File: config.mk
export PLATFORM = sky130hd
export DESIGN_NAME = mb_audio_conditioner
export DESIGN_NICKNAME = d
export VERILOG_FILES = /design/src/rtl/mb_audio_conditioner.sv
export SDC_FILE = /design/constraint.sdc
export NUM_CORES = 1
export LEC_CHECK = 0
export ABC_AREA = 0
export BUFFER_PORTS_ARGS = -buffer_cell sky130_fd_sc_hd__buf_2
export CAP_MARGIN = 20
export CORE_MARGIN = 4
export CORE_UTILIZATION = 65
export CTS_CLUSTER_SIZE = 30
export DETAILED_ROUTE_END_ITERATION = 6
export HOLD_SLACK_MARGIN = 0.08
export MAX_ROUTING_LAYER = met4
export PLACE_DENSITY = 0.83
export SETUP_SLACK_MARGIN = 0.1
export SLEW_MARGIN = 30
export SYNTH_ARGS = -nofsm -noshare
export SYNTH_HDL_FRONTEND = slang
export SYNTH_SLANG_ARGS = --single-unit
export TNS_END_PERCENT = 50
File: constraint.sdc
create_clock -name clk_logic -period 14.1 [get_ports clk_logic]
set_input_delay 2.82 -clock clk_logic [delete_from_list [all_inputs] [get_ports clk_logic]]
set_output_delay 2.82 -clock clk_logic [all_outputs]
set_load 0.03 [all_outputs]
File: src/rtl/mb_audio_conditioner.sv
// mb_audio_conditioner: per-channel one-pole IIR low-pass on PSG PCM, decimated
// to a fixed output sample rate, scaled by a 16-step volume, and buffered in a
// small show-ahead FIFO with a sticky overflow flag.
module mb_audio_conditioner #(
  parameter int SAMPLE_DIV   = 1125,
  parameter int FILTER_SHIFT = 3,
  parameter int FIFO_DEPTH   = 4
) (
  input  logic               clk_logic,
  input  logic               reset,
  input  logic               en_i,
  input  logic signed [13:0] audio_l_i,
  input  logic signed [13:0] audio_r_i,
  input  logic [3:0]         volume_i,
  input  logic               mute_i,
  output logic signed [15:0] sample_l_o,
  output logic signed [15:0] sample_r_o,
  output logic               valid_o,
  input  logic               ready_i,
  output logic               overflow_o
);

  localparam int CW = (SAMPLE_DIV > 1) ? $clog2(SAMPLE_DIV) : 1;
  localparam int AW = (FIFO_DEPTH > 1) ? $clog2(FIFO_DEPTH) : 1;
  localparam logic [CW-1:0] DIV_LAST = CW'(SAMPLE_DIV - 1);
  localparam logic [AW:0]   DEPTH_C  = (AW + 1)'(FIFO_DEPTH);

  // One filter step; the difference is held in 21 bits because x - y can
  // span twice the 20-bit state range. The sum always lands between x and y.
  function automatic logic signed [19:0] iir_step(input logic signed [19:0] y,
                                                  input logic signed [13:0] x);
    logic signed [20:0] diff;
    logic signed [20:0] sum;
    diff = {x[13], x, 6'd0} - {y[19], y};
    diff = diff >>> FILTER_SHIFT;
    sum  = {y[19], y} + diff;
    return sum[19:0];
  endfunction

  // Volume scaling: top 16 bits of the state times (volume+1), divided by 16.
  // The largest magnitude product is 2^15 * 16, so 21 signed bits suffice and
  // the shifted result always fits 16 bits; volume 15 multiplies by exactly 1.
  function automatic logic signed [15:0] gain_apply(input logic signed [19:0] y,
                                                    input logic [3:0]         vol);
    logic signed [15:0] y_hi;
    logic signed [5:0]  k;
    logic signed [20:0] a21;
    logic signed [20:0] k21;
    logic signed [20:0] prod;
    y_hi = y[19:4];
    k    = $signed({2'b00, vol} + 6'd1);
    a21  = 21'(y_hi);
    k21  = 21'(k);
    prod = a21 * k21;
    return prod[19:4];
  endfunction

  logic signed [19:0] y_l_q, y_l_d, y_r_q, y_r_d;
  logic [CW-1:0]      cnt_q, cnt_d;
  logic signed [15:0] g_l_q, g_l_d, g_r_q, g_r_d;
  logic               push_q, push_d;
  logic signed [15:0] mem_l_q [FIFO_DEPTH];
  logic signed [15:0] mem_l_d [FIFO_DEPTH];
  logic signed [15:0] mem_r_q [FIFO_DEPTH];
  logic signed [15:0] mem_r_d [FIFO_DEPTH];
  logic [AW-1:0]      wr_ptr_q, wr_ptr_d, rd_ptr_q, rd_ptr_d;
  logic [AW:0]        count_q, count_d;
  logic               overflow_q, overflow_d;

  logic tick_s, full_s, pop_s, push_ok_s, drop_s;

  assign tick_s    = (cnt_q == DIV_LAST);
  assign valid_o   = (count_q != {(AW + 1){1'b0}});
  assign full_s    = (count_q == DEPTH_C);
  assign pop_s     = valid_o & ready_i;
  assign push_ok_s = push_q & (~full_s | pop_s);
  assign drop_s    = push_q & full_s & ~pop_s;

  // Filter state advances only on PSG sample enables.
  always_comb begin
    if (en_i) begin
      y_l_d = iir_step(y_l_q, audio_l_i);
      y_r_d = iir_step(y_r_q, audio_r_i);
    end else begin
      y_l_d = y_l_q;
      y_r_d = y_r_q;
    end
  end

  // Output-rate divider; the tick cycle is the last count of each period.
  always_comb begin
    if (tick_s) begin
      cnt_d = {CW{1'b0}};
    end else begin
      cnt_d = cnt_q + CW'(1'b1);
    end
  end

  // Gain stage samples the pre-update filter state on tick and flags a push
  // for the following cycle.
  always_comb begin
    push_d = tick_s;
    if (tick_s) begin
      if (mute_i) begin
        g_l_d = 16'sd0;
        g_r_d = 16'sd0;
      end else begin
        g_l_d = gain_apply(y_l_q, volume_i);
        g_r_d = gain_apply(y_r_q, volume_i);
      end
    end else begin
      g_l_d = g_l_q;
      g_r_d = g_r_q;
    end
  end

  // FIFO bookkeeping: a pop frees a slot in the same cycle, so a full FIFO can
  // accept a push alongside a pop; a push with no room is dropped and latched.
  always_comb begin
    mem_l_d = mem_l_q;
    mem_r_d = mem_r_q;
    if (push_ok_s) begin
      mem_l_d[wr_ptr_q] = g_l_q;
      mem_r_d[wr_ptr_q] = g_r_q;
      wr_ptr_d          = wr_ptr_q + AW'(1'b1);
    end else begin
      wr_ptr_d = wr_ptr_q;
    end
    if (pop_s) begin
      rd_ptr_d = rd_ptr_q + AW'(1'b1);
    end else begin
      rd_ptr_d = rd_ptr_q;
    end
    case ({push_ok_s, pop_s})
      2'b10:   count_d = count_q + (AW + 1)'(1'b1);
      2'b01:   count_d = count_q - (AW + 1)'(1'b1);
      default: count_d = count_q;
    endcase
    if (drop_s) begin
      overflow_d = 1'b1;
    end else begin
      overflow_d = overflow_q;
    end
  end

  // Show-ahead head; outputs read as zero while the FIFO is empty.
  always_comb begin
    if (valid_o) begin
      sample_l_o = mem_l_q[rd_ptr_q];
      sample_r_o = mem_r_q[rd_ptr_q];
    end else begin
      sample_l_o = 16'sd0;
      sample_r_o = 16'sd0;
    end
  end

  assign overflow_o = overflow_q;

  // State registers; reset drops any pending push and all buffered samples.
  always_ff @(posedge clk_logic) begin
    if (reset) begin
      y_l_q      <= 20'sd0;
      y_r_q      <= 20'sd0;
      cnt_q      <= {CW{1'b0}};
      g_l_q      <= 16'sd0;
      g_r_q      <= 16'sd0;
      push_q     <= 1'b0;
      wr_ptr_q   <= {AW{1'b0}};
      rd_ptr_q   <= {AW{1'b0}};
      count_q    <= {(AW + 1){1'b0}};
      overflow_q <= 1'b0;
      for (int i = 0; i < FIFO_DEPTH; i++) begin
        mem_l_q[i] <= 16'sd0;
        mem_r_q[i] <= 16'sd0;
      end
    end else begin
      y_l_q      <= y_l_d;
      y_r_q      <= y_r_d;
      cnt_q      <= cnt_d;
      g_l_q      <= g_l_d;
      g_r_q      <= g_r_d;
      push_q     <= push_d;
      wr_ptr_q   <= wr_ptr_d;
      rd_ptr_q   <= rd_ptr_d;
      count_q    <= count_d;
      overflow_q <= overflow_d;
      mem_l_q    <= mem_l_d;
      mem_r_q    <= mem_r_d;
    end
  end

endmodule
==> key figures <==
Final layout
  • Final core area utilization: 71.99%
  • Fin cells: 2443
  • Filler cells: 1933
  • Area grow syn2layout: 8.101%
  • Most common cell after layout, fill and taps aside: nand2_1
  • # nets final: approximately 2.4k
  • Diodes inserted: 0
  • Area taken by multi-input logic gates: 0.01132 mm2
  • Final instance area: 0.01823 mm2
  • Layout cells sized above 1: approximately 8.3%
  • Most frequent cells in the layout: nand2_1, dfxtp_1, inv_1, a21oi_1, nor2_1
  • FF/Latch Area: roughly 0.0044 mm2

Timing
  • PnR worst setup slack: 5.853 ns
  • Fin crit period: slightly above 8 ns
  • Fin. max-slew vios: 0
  • Hold WS: 0.4513 ns
  • Final setup vio count: 0
  • RSZ-0062 raised after global routing: false
  • Worst-Margin Slew: 0.9248 ns
  • Final Hold Fails: 0
  • Fin Setup TNS: 0 ns
  • Slew HR: 38.34%
  • Crit share post-route: between 50% and 60%
  • Final setup skew: 0.01327 ns
  • Maximum clock rate: about 120 MHz

Synthesis
  • Synthesized area: about 0.017 mm2
  • Seq/Total Area, Yosys: 26.11%
  • Synthesized flop and latch total: 220
  • EDFF count, synth: 0
  • Number of library cell types mapped by synthesis: 68
  • Post-Syn Instances: ~2.1k
  • Avg Cell Area, Syn: 8.105 um2
  • Synth Net Count: 2350
  • Synth Warn #: 0
  • Main synth FF type: dfxtp_1
  • Ys async rst share: 0%

Global routing
  • Met2 Resource Use GR: 44.42%
  • Global Route met3 Usage: 2.592%
  • Wire length of the first global-routing pass: between 60000 and 70000 um
  • Initial antenna violation count: 0
  • Overall routing resource usage: approximately 27%
  • Largest net degree at the start of global routing: 120
  • Vias in the first global route: 13.74k
  • Met1 Use GR: 37.65%
  • Grt ovf: 0
  • GR peak layer: met2

Worst hold path
  • Worst min path class: reg -> reg

Setup path
  • Worst path required time: roughly 15 ns
  • Critical path type: in -> reg
  • Arr. time, crit path: between 8 and 9 ns
  • Worst Path Max Fanout: 33
  • CP startpoint kind: input port
  • Worst Setup End Kind: flip-flop

Placed design
  • Placer congestion estimate: 0.8950
  • Setup slack after placement: ~5.4 ns
  • Placed cells: 2398
  • Placed Instance Area: 0.01739 mm2
  • Port Buffers: 70
  • Hpwl dp: 27290 um

Detailed routing
  • # DRC: 0
  • DRT antenna net count: 0
  • Vias per cell: approximately 5.7
  • Drt first pass iters: 5
  • Wirelength per Cell: 15.50 um
  • Initial DRC count: 1048
  • DR vias: 13.98k
  • Post-Route WL: 37880 um

Floorplan
  • DIE HEIGHT: 169.1 um
  • Rows: 58
  • Initial core utilization: 66.59%
  • Core area: 0.02533 mm2
  • Die ar.: 0.02859 mm2
  • Die W: 169.1 um
  • # IOs: 71

CTS
  • CTS Buf Count: 25
  • Clk Latency, worst-skew pair: 0.51 ns
  • Postcts setup bufs: 0
  • Max clock buf depth: 3
  • Post-cts sizing count: 0
  • Clock sinks: 220
  • Clock Tree Root: clkbuf_16
  • Clk slew on worst S/H paths: 0.06 ns
  • Hold_buf cts: 0
  • TritonCTS clock tree: done
  • H-tree levels: 1

Pwr
  • Pwr Total: 3.433 mW
  • Maximum vdd drop: 0.1843 mV
  • P_leak: between 7 and 8 nW
  • Pwr/cell area: ~190 mW/mm2

Flow run
  • Max-Cap Viols: 0

Run status
  • Outcome: finished clean
-- flip-flops by register name, summed over array words and instances (netlist names) --
signal	cells
mem_l_q	64
g_r_q	16
overflow_o	1
cnt_q	11
push_q	1
g_l_q	16
y_l_q	20
count_q	3
y_r_q	20
rd_ptr_q	2
wr_ptr_q	2
mem_r_q	64
-- cell usage after synthesis (all sizes together) (9+ instances only) --
master	n	area share [%]
a21o	16	0.71
a21oi	194	5.8
a31oi	9	0.33
and2	129	4.8
and3	12	0.45
buf	22	0.50
clkbuf	74	1.6
dfxtp	220	26
fa	94	11
ha	138	10
inv	211	4.7
mux2i	22	1.3
mux4	33	4.4
nand2	352	7.8
nand2b	18	0.67
nand3	19	0.56
nor2	159	3.6
nor2b	23	0.85
nor3	35	1.0
o21a	19	0.85
o21ai	66	2.0
or3	15	0.59
xnor2	49	2.5
xor2	40	2.1
-- area by class of cell --
class                      count  area share (%)
multi-input combinational   1554           62.11
clock buffer                  32           3.630
clock inverter                13          0.9882
sequential                   220           24.16
tap                          330           2.265
inverter                     211           4.344
timing repair buffer          83           2.505
-- logic make-up (layout without fill, tap and decap cells) --
kind of cell    after synthesis  after routing  synth area share, %
simple gates                798            798                21.85
fa+ha+maj                   232            232                21.39
mux                          56             56                5.779
flops                       220            220                26.11
xor+xnor                     89             89                4.622
buf+inv                     307            339                6.847
compound gates              379            379                13.39
-- worst max-delay path, cell delays in order --
cell	delay [ns]
buf_2	0.46
ha_1	0.32
xor2_1	0.69
buf_4	0.35
and2_1	0.18
fa_1	0.38
inv_1	0.07
fa_1	0.43
fa_1	0.54
inv_1	0.04
ha_1	0.33
nor2b_1	0.15
o21ai_0	0.20
a21oi_1	0.14
o31ai_1	0.33
a21oi_1	0.12
o21ai_0	0.34
a21boi_0	0.16
or3_1	0.33
a32o_1	0.25
-- power by group --
part / switching [mW] / internal, mW / total (mW)
sequential: 0.0812 / 0.673 / 0.754
combinational: 1.14 / 0.868 / 2.01
clock: 0.265 / 0.407 / 0.672
total: 1.49 / 1.95 / 3.43
-- layer usage --
layer / vias up / routed length (um)
met5: - / 0
met4: 0 / 571
met3: 48 / 2484
met2: 414 / 17640
met1: 6595 / 17180
li1: 6927 / -
-- path summary, 6_finish.rpt --
check                      to  cells after the start  slack, ns         from
hold / removal    mem_r_q[23]                      2       0.45  mem_r_q[23]
setup reg to reg    g_r_q[15]                     16       9.22     y_r_q[7]
hold reg to reg   mem_r_q[23]                      2       0.45  mem_r_q[23]
setup / recovery    g_l_q[13]                     20       5.85  volume_i[0]
No activity file was read; power rests on OpenSTA's default activity.
